--- src/rtl/calendario_display.sv ---
// calendario_display: snapshots the BCD date digits once per scan frame and multiplexes
// them as DD.MM onto a 4-digit 7-segment display. Optional macro: CALENDARIO_DISPLAY_LZB_EN.
module calendario_display #(
    parameter int unsigned PRESCALE       = 50000,
    parameter int unsigned BLANK          = 8,
    parameter bit          SEG_ACTIVE_LOW = 1'b1,
    parameter bit          AN_ACTIVE_LOW  = 1'b1
) (
    input  logic       clk,
    input  logic       rst,
    input  logic [3:0] du,
    input  logic [3:0] dd,
    input  logic [3:0] mu,
    input  logic [3:0] md,
    output logic [6:0] seg,
    output logic       dp,
    output logic [3:0] an,
    output logic       frame
);

    localparam int unsigned   PW       = $clog2(PRESCALE);
    localparam logic [PW-1:0] PRE_LAST = PW'(PRESCALE - 1);
    localparam logic [6:0]    SEG_OFF  = {7{SEG_ACTIVE_LOW}};
    localparam logic [3:0]    AN_OFF   = {4{AN_ACTIVE_LOW}};

    logic [PW-1:0] pre;
    logic [1:0]    idx;
    logic [3:0]    s_du, s_dd, s_mu, s_md;
    logic          tick;
    logic [3:0]    digit;
    logic          lit;
    logic [3:0]    an_hi;
    logic [6:0]    seg_hi;
    logic          dp_hi;

    // Segment pattern, active-high, bit0=a .. bit6=g; non-BCD codes show a dash.
    function automatic logic [6:0] decode(input logic [3:0] d);
        case (d)
            4'd0:    decode = 7'b0111111;
            4'd1:    decode = 7'b0000110;
            4'd2:    decode = 7'b1011011;
            4'd3:    decode = 7'b1001111;
            4'd4:    decode = 7'b1100110;
            4'd5:    decode = 7'b1101101;
            4'd6:    decode = 7'b1111101;
            4'd7:    decode = 7'b0000111;
            4'd8:    decode = 7'b1111111;
            4'd9:    decode = 7'b1101111;
            default: decode = 7'b1000000;
        endcase
    endfunction

    assign tick = (pre == PRE_LAST);

    always_comb begin
        digit = s_mu;
        case (idx)
            2'd0: digit = s_mu;
            2'd1: digit = s_md;
            2'd2: digit = s_du;
            2'd3: digit = s_dd;
            default: digit = s_mu;
        endcase

        lit = (32'(pre) >= BLANK);
`ifdef CALENDARIO_DISPLAY_LZB_EN
        if ((idx == 2'd3) && (s_dd == 4'd0)) lit = 1'b0;
        if ((idx == 2'd1) && (s_md == 4'd0)) lit = 1'b0;
`endif

        an_hi  = lit ? (4'b0001 << idx) : '0;
        seg_hi = lit ? decode(digit) : '0;
        dp_hi  = lit && (idx == 2'd2);
    end

    always_ff @(posedge clk or negedge rst) begin
        if (!rst) begin
            pre   <= '0;
            idx   <= '0;
            s_dd  <= 4'd0;
            s_du  <= 4'd1;
            s_md  <= 4'd0;
            s_mu  <= 4'd1;
            an    <= AN_OFF;
            seg   <= SEG_OFF;
            dp    <= SEG_ACTIVE_LOW;
            frame <= 1'b0;
        end else begin
            // The snapshot lands together with the frame pulse, as the scan returns to slot 0.
            frame <= tick && (idx == 2'd3);
            if (tick) begin
                pre <= '0;
                idx <= idx + 2'd1;
                if (idx == 2'd3) begin
                    s_dd <= dd;
                    s_du <= du;
                    s_md <= md;
                    s_mu <= mu;
                end
            end else begin
                pre <= pre + 1'b1;
            end
            an  <= an_hi ^ AN_OFF;
            seg <= seg_hi ^ SEG_OFF;
            dp  <= dp_hi ^ SEG_ACTIVE_LOW;
        end
    end

endmodule

--- config.mk ---
export PLATFORM = sky130hd
export DESIGN_NAME = calendario_display
export DESIGN_NICKNAME = d
export VERILOG_FILES = /design/src/rtl/calendario_display.sv
export SDC_FILE = /design/constraint.sdc
export NUM_CORES = 1
export LEC_CHECK = 0
export CAP_MARGIN = 15
export CORE_MARGIN = 2
export CORE_UTILIZATION = 35
export DETAILED_ROUTE_END_ITERATION = 12
export SYNTH_ARGS = -nofsm -noshare
export SYNTH_HDL_FRONTEND = slang
export SYNTH_SLANG_ARGS = --single-unit
--- constraint.sdc ---
create_clock -name clk -period 2.9 [get_ports clk]
set_input_delay 0.29 -clock clk [delete_from_list [all_inputs] [get_ports clk]]
set_output_delay 0.29 -clock clk [all_outputs]
set_load 0.005 [all_outputs]
==> summary.md, run 1 <==
| Metric | Value |
|---|---|
| Outcome | complete, no violations |
| FF-to-FF path depth | 7 |
| Starting DRT DRC Count | 64 |
| Setup violations, final | 0 |
| Mapped Area | ~2300 µm² |
| Detail Route Antenna Nets | 0 |
| Leak pwr | 1.238 nW |
| Max_cap viols | 0 |
| Layout area overhead | 21.00% |
| Data arrival, critical path | between 2 and 2.5 ns |
| Ys flop type | dfrtp_1 |
| DIE HEIGHT | 84.33 µm |
| Grt ovf | 0 |
| Tcrit/Tclk final | about 77% |
| Post-Layout Cell Count | approximately 300 |
| Dpl ws | 0.6868 ns |
| GP Congestion | approximately 0.82 |
| GRT Total Usage | between 10% and 20% |
| Fin area | approximately 2700 µm² |
| Pwr Density | between 400 and 500 nW/µm² |
| Min-delay worst type | primary input to asynchronous set/reset pin |
| Crit Path Category | flop to flop |
| Yosys reg bits | 46 |
| Netlist cell types | 36 |
| Wire length per cell | 13.24 µm |
| # port buffers | 30 |
| Met3 Wirelength | around 160 µm |
| Post-synth EDFFs | 0 |
| Clock-pin slew on the worst setup and hold paths | roughly 0.09 ns |
| CP Launch Type | flop |
| Syn nets | between 200 and 250 |
| Worst setup margin | 0.6587 ns |
| DP Area | between 2000 and 3000 µm² |
| Worst path max stage delay | ~0.43 ns |
| Number of global-route vias before repair | between 1000 and 1500 |
| DRC viols | 0 |
| Post-synthesis sequential area ratio | 51.69% |
| Combinational family with the most area after synthesis | multiplexers |
| RR Endpoint | seg[5]$_DFF_PN1_ |
| H-tree depth | 2 |
| Worst Tran Pin Value | 0.9703 ns |
| Placed Cells | between 200 and 300 |
| # resized after CTS | 0 |
| Synth async-reset ratio | 100.0% |
| Worst Path Required | between 3 and 4 ns |
| # fillers | 579 |
| 1st-pass router iterations | 4 |
| Starting Density | between 30% and 40% |
| Maximum vdd ir drop | roughly 0.23 mV |
| Die area | around 7100 µm² |
| Vias | around 1400 |
| Worst Setup End Kind | flop |
| Layout cells sized above 1 | 21.00% |
| Largest net degree at the start of global routing | 47 |
| CTS Root Cell | clkbuf_8 |
| CTS tree | built |
| Core area | approximately 6300 µm² |
| Latest clock arrival within the worst-skew pair | roughly 0.30 ns |
| Worst Skew | between 0.008 and 0.009 ns |
| Vias per cell | 4.841 |
| Synth Area in Compound Gates | between 5 and 6% |
| I/O pin count | 31 |
| Post-Synth XOR/XNOR Area | under 10% |
| N_diodes | 0 |
| Final core utilization | 43.53% |
| Post-synthesis mux area share | between 10% and 20% |
| Synth Instances | between 150 and 200 |
| Hold buffers post-CTS | 0 |
| Synth Area in Simple Gates | about an eighth |
| Die Wd | approximately 84 µm |
| Max-slew violations | 0 |
| Final Hold Viols | 0 |
| Global-route wire length before repair | ~6.9 mm |
| Post-CTS Setup Inserts | 0 |
| Synth Area in Adders | 6.648% |
| Met2 wire length | around 1.7 mm |
| CP max stage cell | mux2i_1 |
| Worst R2R Setup Slack | between 0.6 and 0.7 ns |
| CP max FO | 6 |
| Post-DP HPWL | 2.856 mm |
| WL met1 | approximately 2 mm |
| Synth Warn # | 0 |
| Initial antenna violation count | 0 |
| Post-Route WL | between 3 and 4 mm |
| CTS Buf Count | 5 |
| Setup repair after global routing missed its margin | no |
| Nets | ~250 |
| Clk sinks | 46 |
| Cell Rows | 29 |
| Final min period | about 2.2 ns |
| Clock buffer depth | 2 |
| Synthesized area per cell | approximately 12 µm² |
| Worst-path cell chain | inv_1, ha_1, mux2i_1, inv_1, ha_1, mux2_2, a32oi_1 |
| Top layer in use | met4 |
| Worst r2r src | idx[0]$_DFFE_PN0N_ |
| Max Clock Freq | between 0.4 and 0.5 GHz |
| Setup TNS | 0 ns |
| Slew headroom | a little over a third |
placed cells by master, fill, tap and decap left out, drive strengths merged:
master	instances
mux2i	6
and2	2
nand4	3
a222oi	4
a21oi	4
nor3b	1
dfstp	13
and4	2
clkdlybuf4s50	29
nor3	5
nand2	8
nor2	12
nor4	3
o31ai	1
a32oi	3
clkbuf	5
a31o	1
and3	4
xor2	6
mux2	19
or4	1
nand3	7
xnor2	7
dfrtp	33
nor4b	1
nor2b	2
buf	1
bufinv	1
o21ai	4
ha	12
inv	16
clkinvlp	2
nand4b	1
sequential cells by signal, summed over array words and instances (netlist names):
| name | flops |
|---|---|
| an | 3 |
| dp | 1 |
| frame | 1 |
| idx | 2 |
| pre | 16 |
| s_dd | 4 |
| s_du | 4 |
| s_md | 4 |
| s_mu | 4 |
| seg | 7 |
worst max path at each step:
stage                  startpoint                to  slack (ns)  depth (start not counted)
2_1_floorplan  idx[0]$_DFFE_PN0N_  seg[5]$_DFF_PN1_        0.83                          8
3_3_place_gp    pre[12]$_DFF_PN0_  seg[3]$_DFF_PN1_        0.75                          4
3_5_place_dp   idx[0]$_DFFE_PN0N_  seg[5]$_DFF_PN1_        0.69                          7
4_1_cts        idx[0]$_DFFE_PN0N_  seg[5]$_DFF_PN1_        0.64                          7
5_1_grt        idx[1]$_DFFE_PN0N_  seg[5]$_DFF_PN1_        0.44                          7
6_report       idx[0]$_DFFE_PN0N_  seg[5]$_DFF_PN1_        0.66                          7
metrics by stage:
| step | hold WS, ns | power (mW) |
|---|---|---|
| global route | 0.2217 | 1.302 |
| finish | 0.1353 | 1.246 |
| floorplan | -0.005591 | 0.7241 |
| detailed placement | 0.4941 | 0.7841 |
| global placement | 0.4936 | 0.7844 |
| CTS | 0.1742 | 1.263 |
power breakdown:
group	leakage [nW]	internal (mW)	switching [mW]	total [mW]
clock network	0.0504	0.256	0.219	0.476
registers	0.551	0.668	0.00862	0.676
logic	0.637	0.0558	0.0384	0.0942
total	1.24	0.980	0.266	1.25
cells by family after synthesis:
logic type | after synthesis
simple gates | 52
flops | 46
mux | 25
buf+inv | 21
compound gates | 17
xor+xnor | 13
fa+ha+maj | 12
worst max-delay path: cells and delay by family, from the launching register on:
family	cells	cell delay, ns
AO/OA/AOI/OAI	1	0.16
adder cells (fa/ha/maj)	2	0.56
buffers and inverters	2	0.34
flip-flops	1	0.41
multiplexers	2	0.69
synth_stat cells (2+ instances only):
cell type / instances / area share [%]
nor2_1: 12 / 2.0
a222oi_1: 4 / 1.8
xnor2_1: 7 / 2.7
nor4_1: 3 / 0.83
mux2_4: 10 / 6.6
xor2_1: 6 / 2.3
nand3_1: 6 / 1.3
nand2_1: 8 / 1.3
nor3_1: 4 / 0.89
dfstp_2: 13 / 15
mux2_2: 9 / 4.5
and3_1: 4 / 1.1
o21ai_0: 4 / 0.89
and4_1: 2 / 0.78
mux2i_1: 6 / 2.7
inv_1: 16 / 2.7
a32oi_1: 3 / 1.2
clkbuf_1: 2 / 0.33
ha_1: 12 / 6.6
nand4_1: 3 / 0.83
a21oi_1: 4 / 0.89
dfrtp_1: 33 / 37
and2_1: 2 / 0.55
cell type report:
cell class                      instances  area, µm²  area share [%]
Multi-Input combinational cell        119      999.7           36.58
Clock buffer                            5      68.82           2.518
Clock inverter                          3      45.04           1.648
Sequential cell                        46       1167           42.72
Tap cell                               77      96.34           3.526
Inverter                               16      60.06           2.198
Timing Repair Buffer                   30      295.3           10.81
per-layer routing:
metal,up-vias,GRT usage (%)
li1,708,-
met1,690,17.51
met2,31,17.32
met3,4,3.147
met4,0,4.329
met5,-,0
No activity file was read; power rests on OpenSTA's default activity.
==> run 2: changes to the inputs <==
==> constraint.sdc (replaced) <==
create_clock -name clk -period 2 [get_ports clk]
set_input_delay 0.2 -clock clk [delete_from_list [all_inputs] [get_ports clk]]
set_output_delay 0.2 -clock clk [all_outputs]
set_load 0.005 [all_outputs]
==> summary.md, run 2 (synthesis gave the netlist of run 1 again) <==
| Metric | Value |
|---|---|
| Number of global-route vias before repair | 1551 |
| CP max FO | 5 |
| Clock buffer depth | 2 |
| Worst Path Required | 2.21 ns |
| DP Area | 2750 µm² |
| CP Launch Type | flop |
| Final Hold Viols | 0 |
| Outcome | complete, no violations |
| Max-slew violations | 0 |
| Largest net degree at the start of global routing | 18 |
| Initial antenna violation count | 0 |
| Most common cell after layout, fill and taps aside | dfrtp_1 |
| Global-route wire length before repair | approximately 7.2 mm |
| Worst Skew | 0.01149 ns |
| Layout cells sized above 1 | a little over a third |
| Latest clock arrival within the worst-skew pair | 0.30 ns |
| Worst Tran Pin Value | 0.4872 ns |
| Slew headroom | about two thirds |
| Maximum vdd ir drop | 0.2456 mV |
| Clock-pin slew on the worst setup and hold paths | ~0.09 ns |
| # port buffers | 30 |
| Setup violations, final | 0 |
| Die area | 7112 µm² |
| Worst Setup End Kind | flop |
| Cell Rows | 29 |
| Setup repair after global routing missed its margin | yes |
| Most frequent cells in the layout | dfrtp_1, clkdlybuf4s50_1, buf_4, dfstp_2, nor2_1 |
| Max reg flops | 16 |
| Leak pwr | 1.326 nW |
| Post-Route WL | between 4 and 5 mm |
| Post-DP HPWL | roughly 3.2 mm |
| CTS tree | built |
| Die Wd | 84.33 µm |
| Max Clock Freq | 0.5066 GHz |
| # fillers | roughly 540 |
| Vias | about 1600 |
| Nets | between 200 and 300 |
| Dpl ws | -0.04908 ns |
| Clk sinks | 46 |
| Layout area overhead | 32.30% |
| N_diodes | 0 |
| Min-delay worst type | primary input to asynchronous set/reset pin |
| Wire length per cell | ~14 µm |
| Final min period | about 2 ns |
| Crit Path Category | flop to flop |
| H-tree depth | 2 |
| Biggest regs | pre (16), seg (7) |
| Vias per cell | just under 5 |
| DRC viols | 0 |
| Largest register by flop count | pre |
| CTS Root Cell | clkbuf_8 |
| 1st-pass router iterations | 4 |
| I/O pin count | 31 |
| DIE HEIGHT | about 84 µm |
| Data arrival, critical path | about 2.2 ns |
| Tcrit/Tclk final | between 90 and 100% |
| GRT Total Usage | around an eighth |
| Core area | around 6300 µm² |
| Grt ovf | 0 |
| Fin area | around 3000 µm² |
| Pwr Density | around 590 nW/µm² |
| Starting Density | 35.98% |
| CTS Buf Count | 5 |
| Starting DRT DRC Count | 84 |
| Worst setup margin | around 0.026 ns |
| Max_cap viols | 0 |
| Final core utilization | 47.60% |
| Detail Route Antenna Nets | 0 |
| GP Congestion | around 0.81 |
-- run 2: timing repair --
item                       4_1_cts  5_1_grt
resized for setup                5       19
pin swaps                        2        7
buffers inserted                 1        3
hold endpoints to repair         7        0
hold buffers                     1        0
setup endpoints to repair        5        6
-- run 2: cell type report --
class	count	area (µm²)	area share [%]
Clock buffer	7	96.34	3.224
Inverter	16	60.06	2.010
Tap cell	77	96.34	3.224
Clock inverter	1	8.758	0.2931
Sequential cell	46	1167	39.07
Multi-Input combinational cell	119	1096	36.68
Timing Repair Buffer	51	462.9	15.49
-- run 2: worst paths after layout --
check | cells past startpoint | end | slack [ns] | start
setup / recovery | 8 | seg[6]$_DFF_PN1_ | 0.03 | idx[1]$_DFFE_PN0N_
hold / removal | 2 | s_md[3]$_DFFE_PN0P_ | 0.33 | rst
setup reg to reg | 8 | seg[6]$_DFF_PN1_ | 0.03 | idx[1]$_DFFE_PN0N_
hold reg to reg | 1 | pre[13]$_DFF_PN0_ | 0.51 | pre[13]$_DFF_PN0_
max in group asynchronous | 3 | seg[4]$_DFF_PN1_ | 1.10 | rst
min in group clk | 1 | pre[13]$_DFF_PN0_ | 0.51 | pre[13]$_DFF_PN0_
-- run 2: stage by stage --
step / hold slack, ns / std cells / setup TNS (ns) / power (mW)
after floorplan: -0.09559 / 186 / 0 / 1.052
after global placement: 0.1333 / 304 / 0 / 1.146
after detailed placement: 0.1261 / 304 / -0.04965 / 1.147
after CTS: 0.3283 / 314 / 0 / 1.783
after global routing: 0.3483 / 317 / -0.2135 / 1.866
final: 0.3329 / 317 / 0 / 1.774
-- run 2: critical path, cell delays in order, from the launching register on --
cell and delay, ns:
dfrtp_1 0.42, buf_6 0.13, ha_4 0.16, a222oi_1 0.44, mux2i_4 0.16, buf_4 0.18, ha_1 0.19, mux2i_1 0.12
o21ai_0 0.09
-- run 2: power by group --
group	internal, mW	switching (mW)	total [mW]	leakage [nW]
logic	0.101	0.0656	0.166	0.721
clock network	0.317	0.309	0.626	0.0544
registers	0.968	0.0139	0.982	0.551
total	1.39	0.388	1.77	1.33
-- run 2: per-layer routing --
layer / routed length, µm / GRT usage (%)
met2: 2206 / 20.63
met5: 0 / 0
met3: 131 / 3.441
met4: 36 / 5.339
met1: 1973 / 16.34
==> run 3: changes to the inputs <==
--- a/config.mk
+++ b/config.mk
@@ -5,7 +5,7 @@
 export SDC_FILE = /design/constraint.sdc
 export NUM_CORES = 1
 export LEC_CHECK = 0
-export CAP_MARGIN = 15
+export CAP_MARGIN = 25
 export CORE_MARGIN = 2
 export CORE_UTILIZATION = 35
 export DETAILED_ROUTE_END_ITERATION = 12
==> results of run 3 <==
No change in the layout: final DEF, timing and power equal those of run 2.
==> patch 1 (settings of run 3) <==
Put one more register stage on the output `seg`, with the module's reset. The value now appears one clock later. The other outputs are not delayed to match.
--- a/src/rtl/calendario_display.sv
+++ b/src/rtl/calendario_display.sv
@@ -23,4 +23,6 @@
     localparam logic [6:0]    SEG_OFF  = {7{SEG_ACTIVE_LOW}};
     localparam logic [3:0]    AN_OFF   = {4{AN_ACTIVE_LOW}};
+
+    logic [6:0] seg_s0;
 
     logic [PW-1:0] pre;
@@ -83,5 +85,5 @@
             s_mu  <= 4'd1;
             an    <= AN_OFF;
-            seg   <= SEG_OFF;
+            seg_s0 <= SEG_OFF;
             dp    <= SEG_ACTIVE_LOW;
             frame <= 1'b0;
@@ -102,6 +104,14 @@
             end
             an  <= an_hi ^ AN_OFF;
-            seg <= seg_hi ^ SEG_OFF;
+            seg_s0 <= seg_hi ^ SEG_OFF;
             dp  <= dp_hi ^ SEG_ACTIVE_LOW;
+        end
+    end
+
+    always_ff @(posedge clk or negedge rst) begin
+        if (!rst) begin
+            seg <= '0;
+        end else begin
+            seg <= seg_s0;
         end
     end
Check against the original RTL: not equivalent (Yosys sat finds a counterexample within 4 cycles, from zero or initial values and one cycle with rst low).
==> patch 1 against run 3 <==
Sequential power up 16%. Synthesized area up 7.8%. Routed wire length up 1.2%. Sequential cell count up 7. Design area up 5.9%. Critical path type unchanged. Worst setup slack better by 0.023 ns. Power up 15%.
==> patch 1: results (changes against run 3) <==
[cells_and_area]
reg.largest.list = pre x16, seg x7, seg_s0 x7  ; was pre x16, seg x7
drive_gt1_frac = 0.328  ; was 0.354
multiInputGateArea_um2 = 1070  ; was 1100 um2
clk_share = 0.0368  ; was 0.0352
clock_buffer_count = 7  ; unchanged
nets = 276  ; was 269
layout.nonclk_buf_frac = 0.148  ; was 0.155
final_util = 0.468  ; was 0.476
n_fill_cell = 613  ; was 541
regArea_um2 = 1340  ; was 1170 um2

[sta]
finalWorstSetupSlack_ns = 0.0485  ; was 0.0259 ns
slew_headroom = 0.722  ; was 0.669
skew_ns = 0.00429  ; was 0.0115 ns

[power_and_ir_drop]
ir_worst_vdd_mv = 0.301  ; was 0.246 mV
combPwrFrac = 0.080  ; was 0.094
leakagePower_nw = 1.41  ; was 1.33 nW
netSwitchingFraction = 0.202  ; was 0.219
p_seq_mw = 1.14  ; was 982 uW
power.total_mw = 2.04  ; was 1.77 mW

[logic_synthesis]
synth_edf_count = 0  ; unchanged
synthMuxAreaShare = 0.128  ; was 0.138
synth-xor-area-share = 0.0468  ; was 0.0504
synth_area_leaders = dfrtp_1 41%, dfstp_2 14%, ha_1 6.2%  ; was dfrtp_1 37%, dfstp_2 15%, ha_1 6.6%
synth-seq-cells = 53  ; was 46
synth_fa_ha_area_frac = 0.0617  ; was 0.0665
synth_nets = 223  ; was 216
synth_compound_area_frac = 0.0504  ; was 0.0543
ys_top_cells_by_count = 40 x dfrtp_1, 16 x inv_1, 13 x dfstp_2  ; was 33 x dfrtp_1, 16 x inv_1, 13 x dfstp_2

[placed_design]
post-place-ws_ns = -0.0539  ; was -0.0491 ns
hpwlAfterDp_um = 3270  ; was 3220 um
routabilityCongestion = 0.812  ; was 0.809
placed_area_um2 = 2950  ; was 2750 um2

[global_route]
grt_util_met1 = 0.177  ; was 0.163
gr-usage-all-layers = 0.129  ; was 0.128
use_met3 = 0.0265  ; was 0.0344
grt_pass1_wl_um = 7590  ; was 7230 um
grt_max_degree = 30  ; was 18
globalRouteMet2Util = 0.197  ; was 0.206

[setup_path]
worstRegToRegCells = 9  ; was 8
path_max_fanout = 4  ; was 5
crit_start = idx[0]$_DFFE_PN0N_  ; was idx[1]$_DFFE_PN0N_
reg2reg_to = seg_s0[1]$_DFF_PN1_  ; was seg[6]$_DFF_PN1_
cp_slowest_cell = dfrtp_2  ; was a222oi_1

[clock_tree]
postCtsSetupBuffers = 2  ; was 1

[drt]
met3_length_um = 133  ; was 131 um
drt_wl_total_um = 4400  ; was 4350 um
drt_iter0_markers = 54  ; was 84
dr_wl_met2_um = 2090  ; was 2210 um
wirelength_met1_um = 2110  ; was 1970 um
drtPass1Iterations = 4  ; unchanged
num_vias = 1582  ; was 1560

[outcome]
outcome = complete, no violations  ; unchanged

## patch 1: cell types whose count changed after synthesis
| cell | before | now |
|---|---|---|
| dfrtp_1 | 33 | 40 |
## patch 1: worst min-delay path by stage
stage | slack, ns | depth (start not counted) | endpoint | startpoint
floorplan | -0.1 | 0 | frame$_DFF_PN0_ | rst
global placement | 0.16 | 1 | s_md[0]$_DFFE_PN0P_ | rst
detailed placement | 0.16 | 1 | s_du[3]$_DFFE_PN0P_ | rst
CTS | 0.36 | 2 | pre[4]$_DFF_PN0_ | rst
global route | 0.38 | 2 | s_du[3]$_DFFE_PN0P_ | rst
finish | 0.37 | 2 | s_du[3]$_DFFE_PN0P_ | rst
## patch 1: stage by stage
stage / std cells / hold WS, ns
2_1_floorplan: 193 / -0.0956
5_1_grt: 327 / 0.380
3_3_place_gp: 315 / 0.165
3_5_place_dp: 315 / 0.163
6_report: 327 / 0.365
4_1_cts: 326 / 0.363
==> patch 2 (config.mk and constraints of run 3) <==
Without the edit above. `SEG_ACTIVE_LOW`: 1'b1 -> 1'b0.
--- a/src/rtl/calendario_display.sv
+++ b/src/rtl/calendario_display.sv
@@ -4,5 +4,5 @@
     parameter int unsigned PRESCALE       = 50000,
     parameter int unsigned BLANK          = 8,
-    parameter bit          SEG_ACTIVE_LOW = 1'b1,
+    parameter bit          SEG_ACTIVE_LOW = 1'b0,
     parameter bit          AN_ACTIVE_LOW  = 1'b1
 ) (
Behaviour: not the same (Yosys sat finds a counterexample within 4 cycles, from zero or initial values and one cycle with rst low).
==> patch 2 against run 3 <==
Non-clock buffer count up 6. Power grew 7.4%. Hold slack improved by 0.045 ns. Routed wire length increased by 13%. Critical path type unchanged. Synthesized area is 1.6% higher. Highest routed layer unchanged. Sequential cell count grew 1. Clock skew is 0.0036 ns lower. Combinational power grew 8%. The flow now finishes with violations (negative setup slack). Design area up 4.3%. Worst setup slack lost 0.087 ns.
==> patch 2: results (changes against run 3) <==
[cells_and_area]
multi_input_area_share = 0.364  ; was 0.367
multi_input_comb_cells = 125  ; was 119
final_util = 0.491  ; was 0.476
clock_buffer_count = 6  ; was 7
layout.nonclk_buf_frac = 0.170  ; was 0.155
drive_gt1_frac = 0.344  ; was 0.354

[logic_synthesis]
ys_seq_area_frac = 0.516  ; was 0.517
synth_area_leaders = dfrtp_1 45%, dfstp_2 6.9%, ha_1 6.5%  ; was dfrtp_1 37%, dfstp_2 15%, ha_1 6.6%
ys_top_cells_by_count = 41 x dfrtp_1, 13 x inv_1, 12 x ha_1, 12 x mux2_2, 12 x nor2_1  ; was 33 x dfrtp_1, 16 x inv_1, 13 x dfstp_2

[placed_design]
dp.cells = 309  ; was 304
routabilityCongestion = 0.816  ; was 0.809
placed_area_um2 = 2820  ; was 2750 um2

[setup_path]
path_max_fanout = 4  ; was 5
cp_slowest_cell = dfrtp_1  ; was a222oi_1

[sta]
setup_viol = 3  ; was 0
finalWorstSetupSlack_ns = -0.0615  ; was 0.0259 ns
setup_tns_ns = -0.0969  ; was 0 ns

[outcome]
violations = negative setup slack
outcome = complete, but fails checks  ; was complete, no violations

[global_route]
grt_pass1_wl_um = 8110  ; was 7230 um

[power_and_ir_drop]
internal_power_mw = 1.49  ; was 1.39 mW
leakagePower_nw = 1.42  ; was 1.33 nW
ir_worst_vdd_mv = 0.408  ; was 0.246 mV

[drt]
viasPerCell = 4.87  ; was 4.92
drt_iter0_markers = 75  ; was 84

[patch 2: cell types whose count changed after synthesis, moves of 3 or more]
cell | run 3 | this run
mux2i_1 | 6 | 3
nand3_1 | 6 | 9
dfrtp_1 | 33 | 41
mux2_2 | 9 | 12
inv_1 | 16 | 13
dfstp_2 | 13 | 6
a32oi_1 | 3 | 0
[patch 2: cell families after synthesis]
logic type	Yosys count	share of synthesized area
AOI/OAI and AO/OA	19	0.0562
xor gates and xnor gates	14	0.0534
adders and majority gates	12	0.0654
buffers and inverters	16	0.0300
DFF	47	0.516
muxes	25	0.137
and+or+nand+nor	55	0.142
[patch 2: per-layer routing]
metal / up-vias / GRT usage
li1: 778 / -
met2: 30 / 0.227
met4: 0 / 0.0491
met5: - / 0
met3: 8 / 0.0486
met1: 778 / 0.188
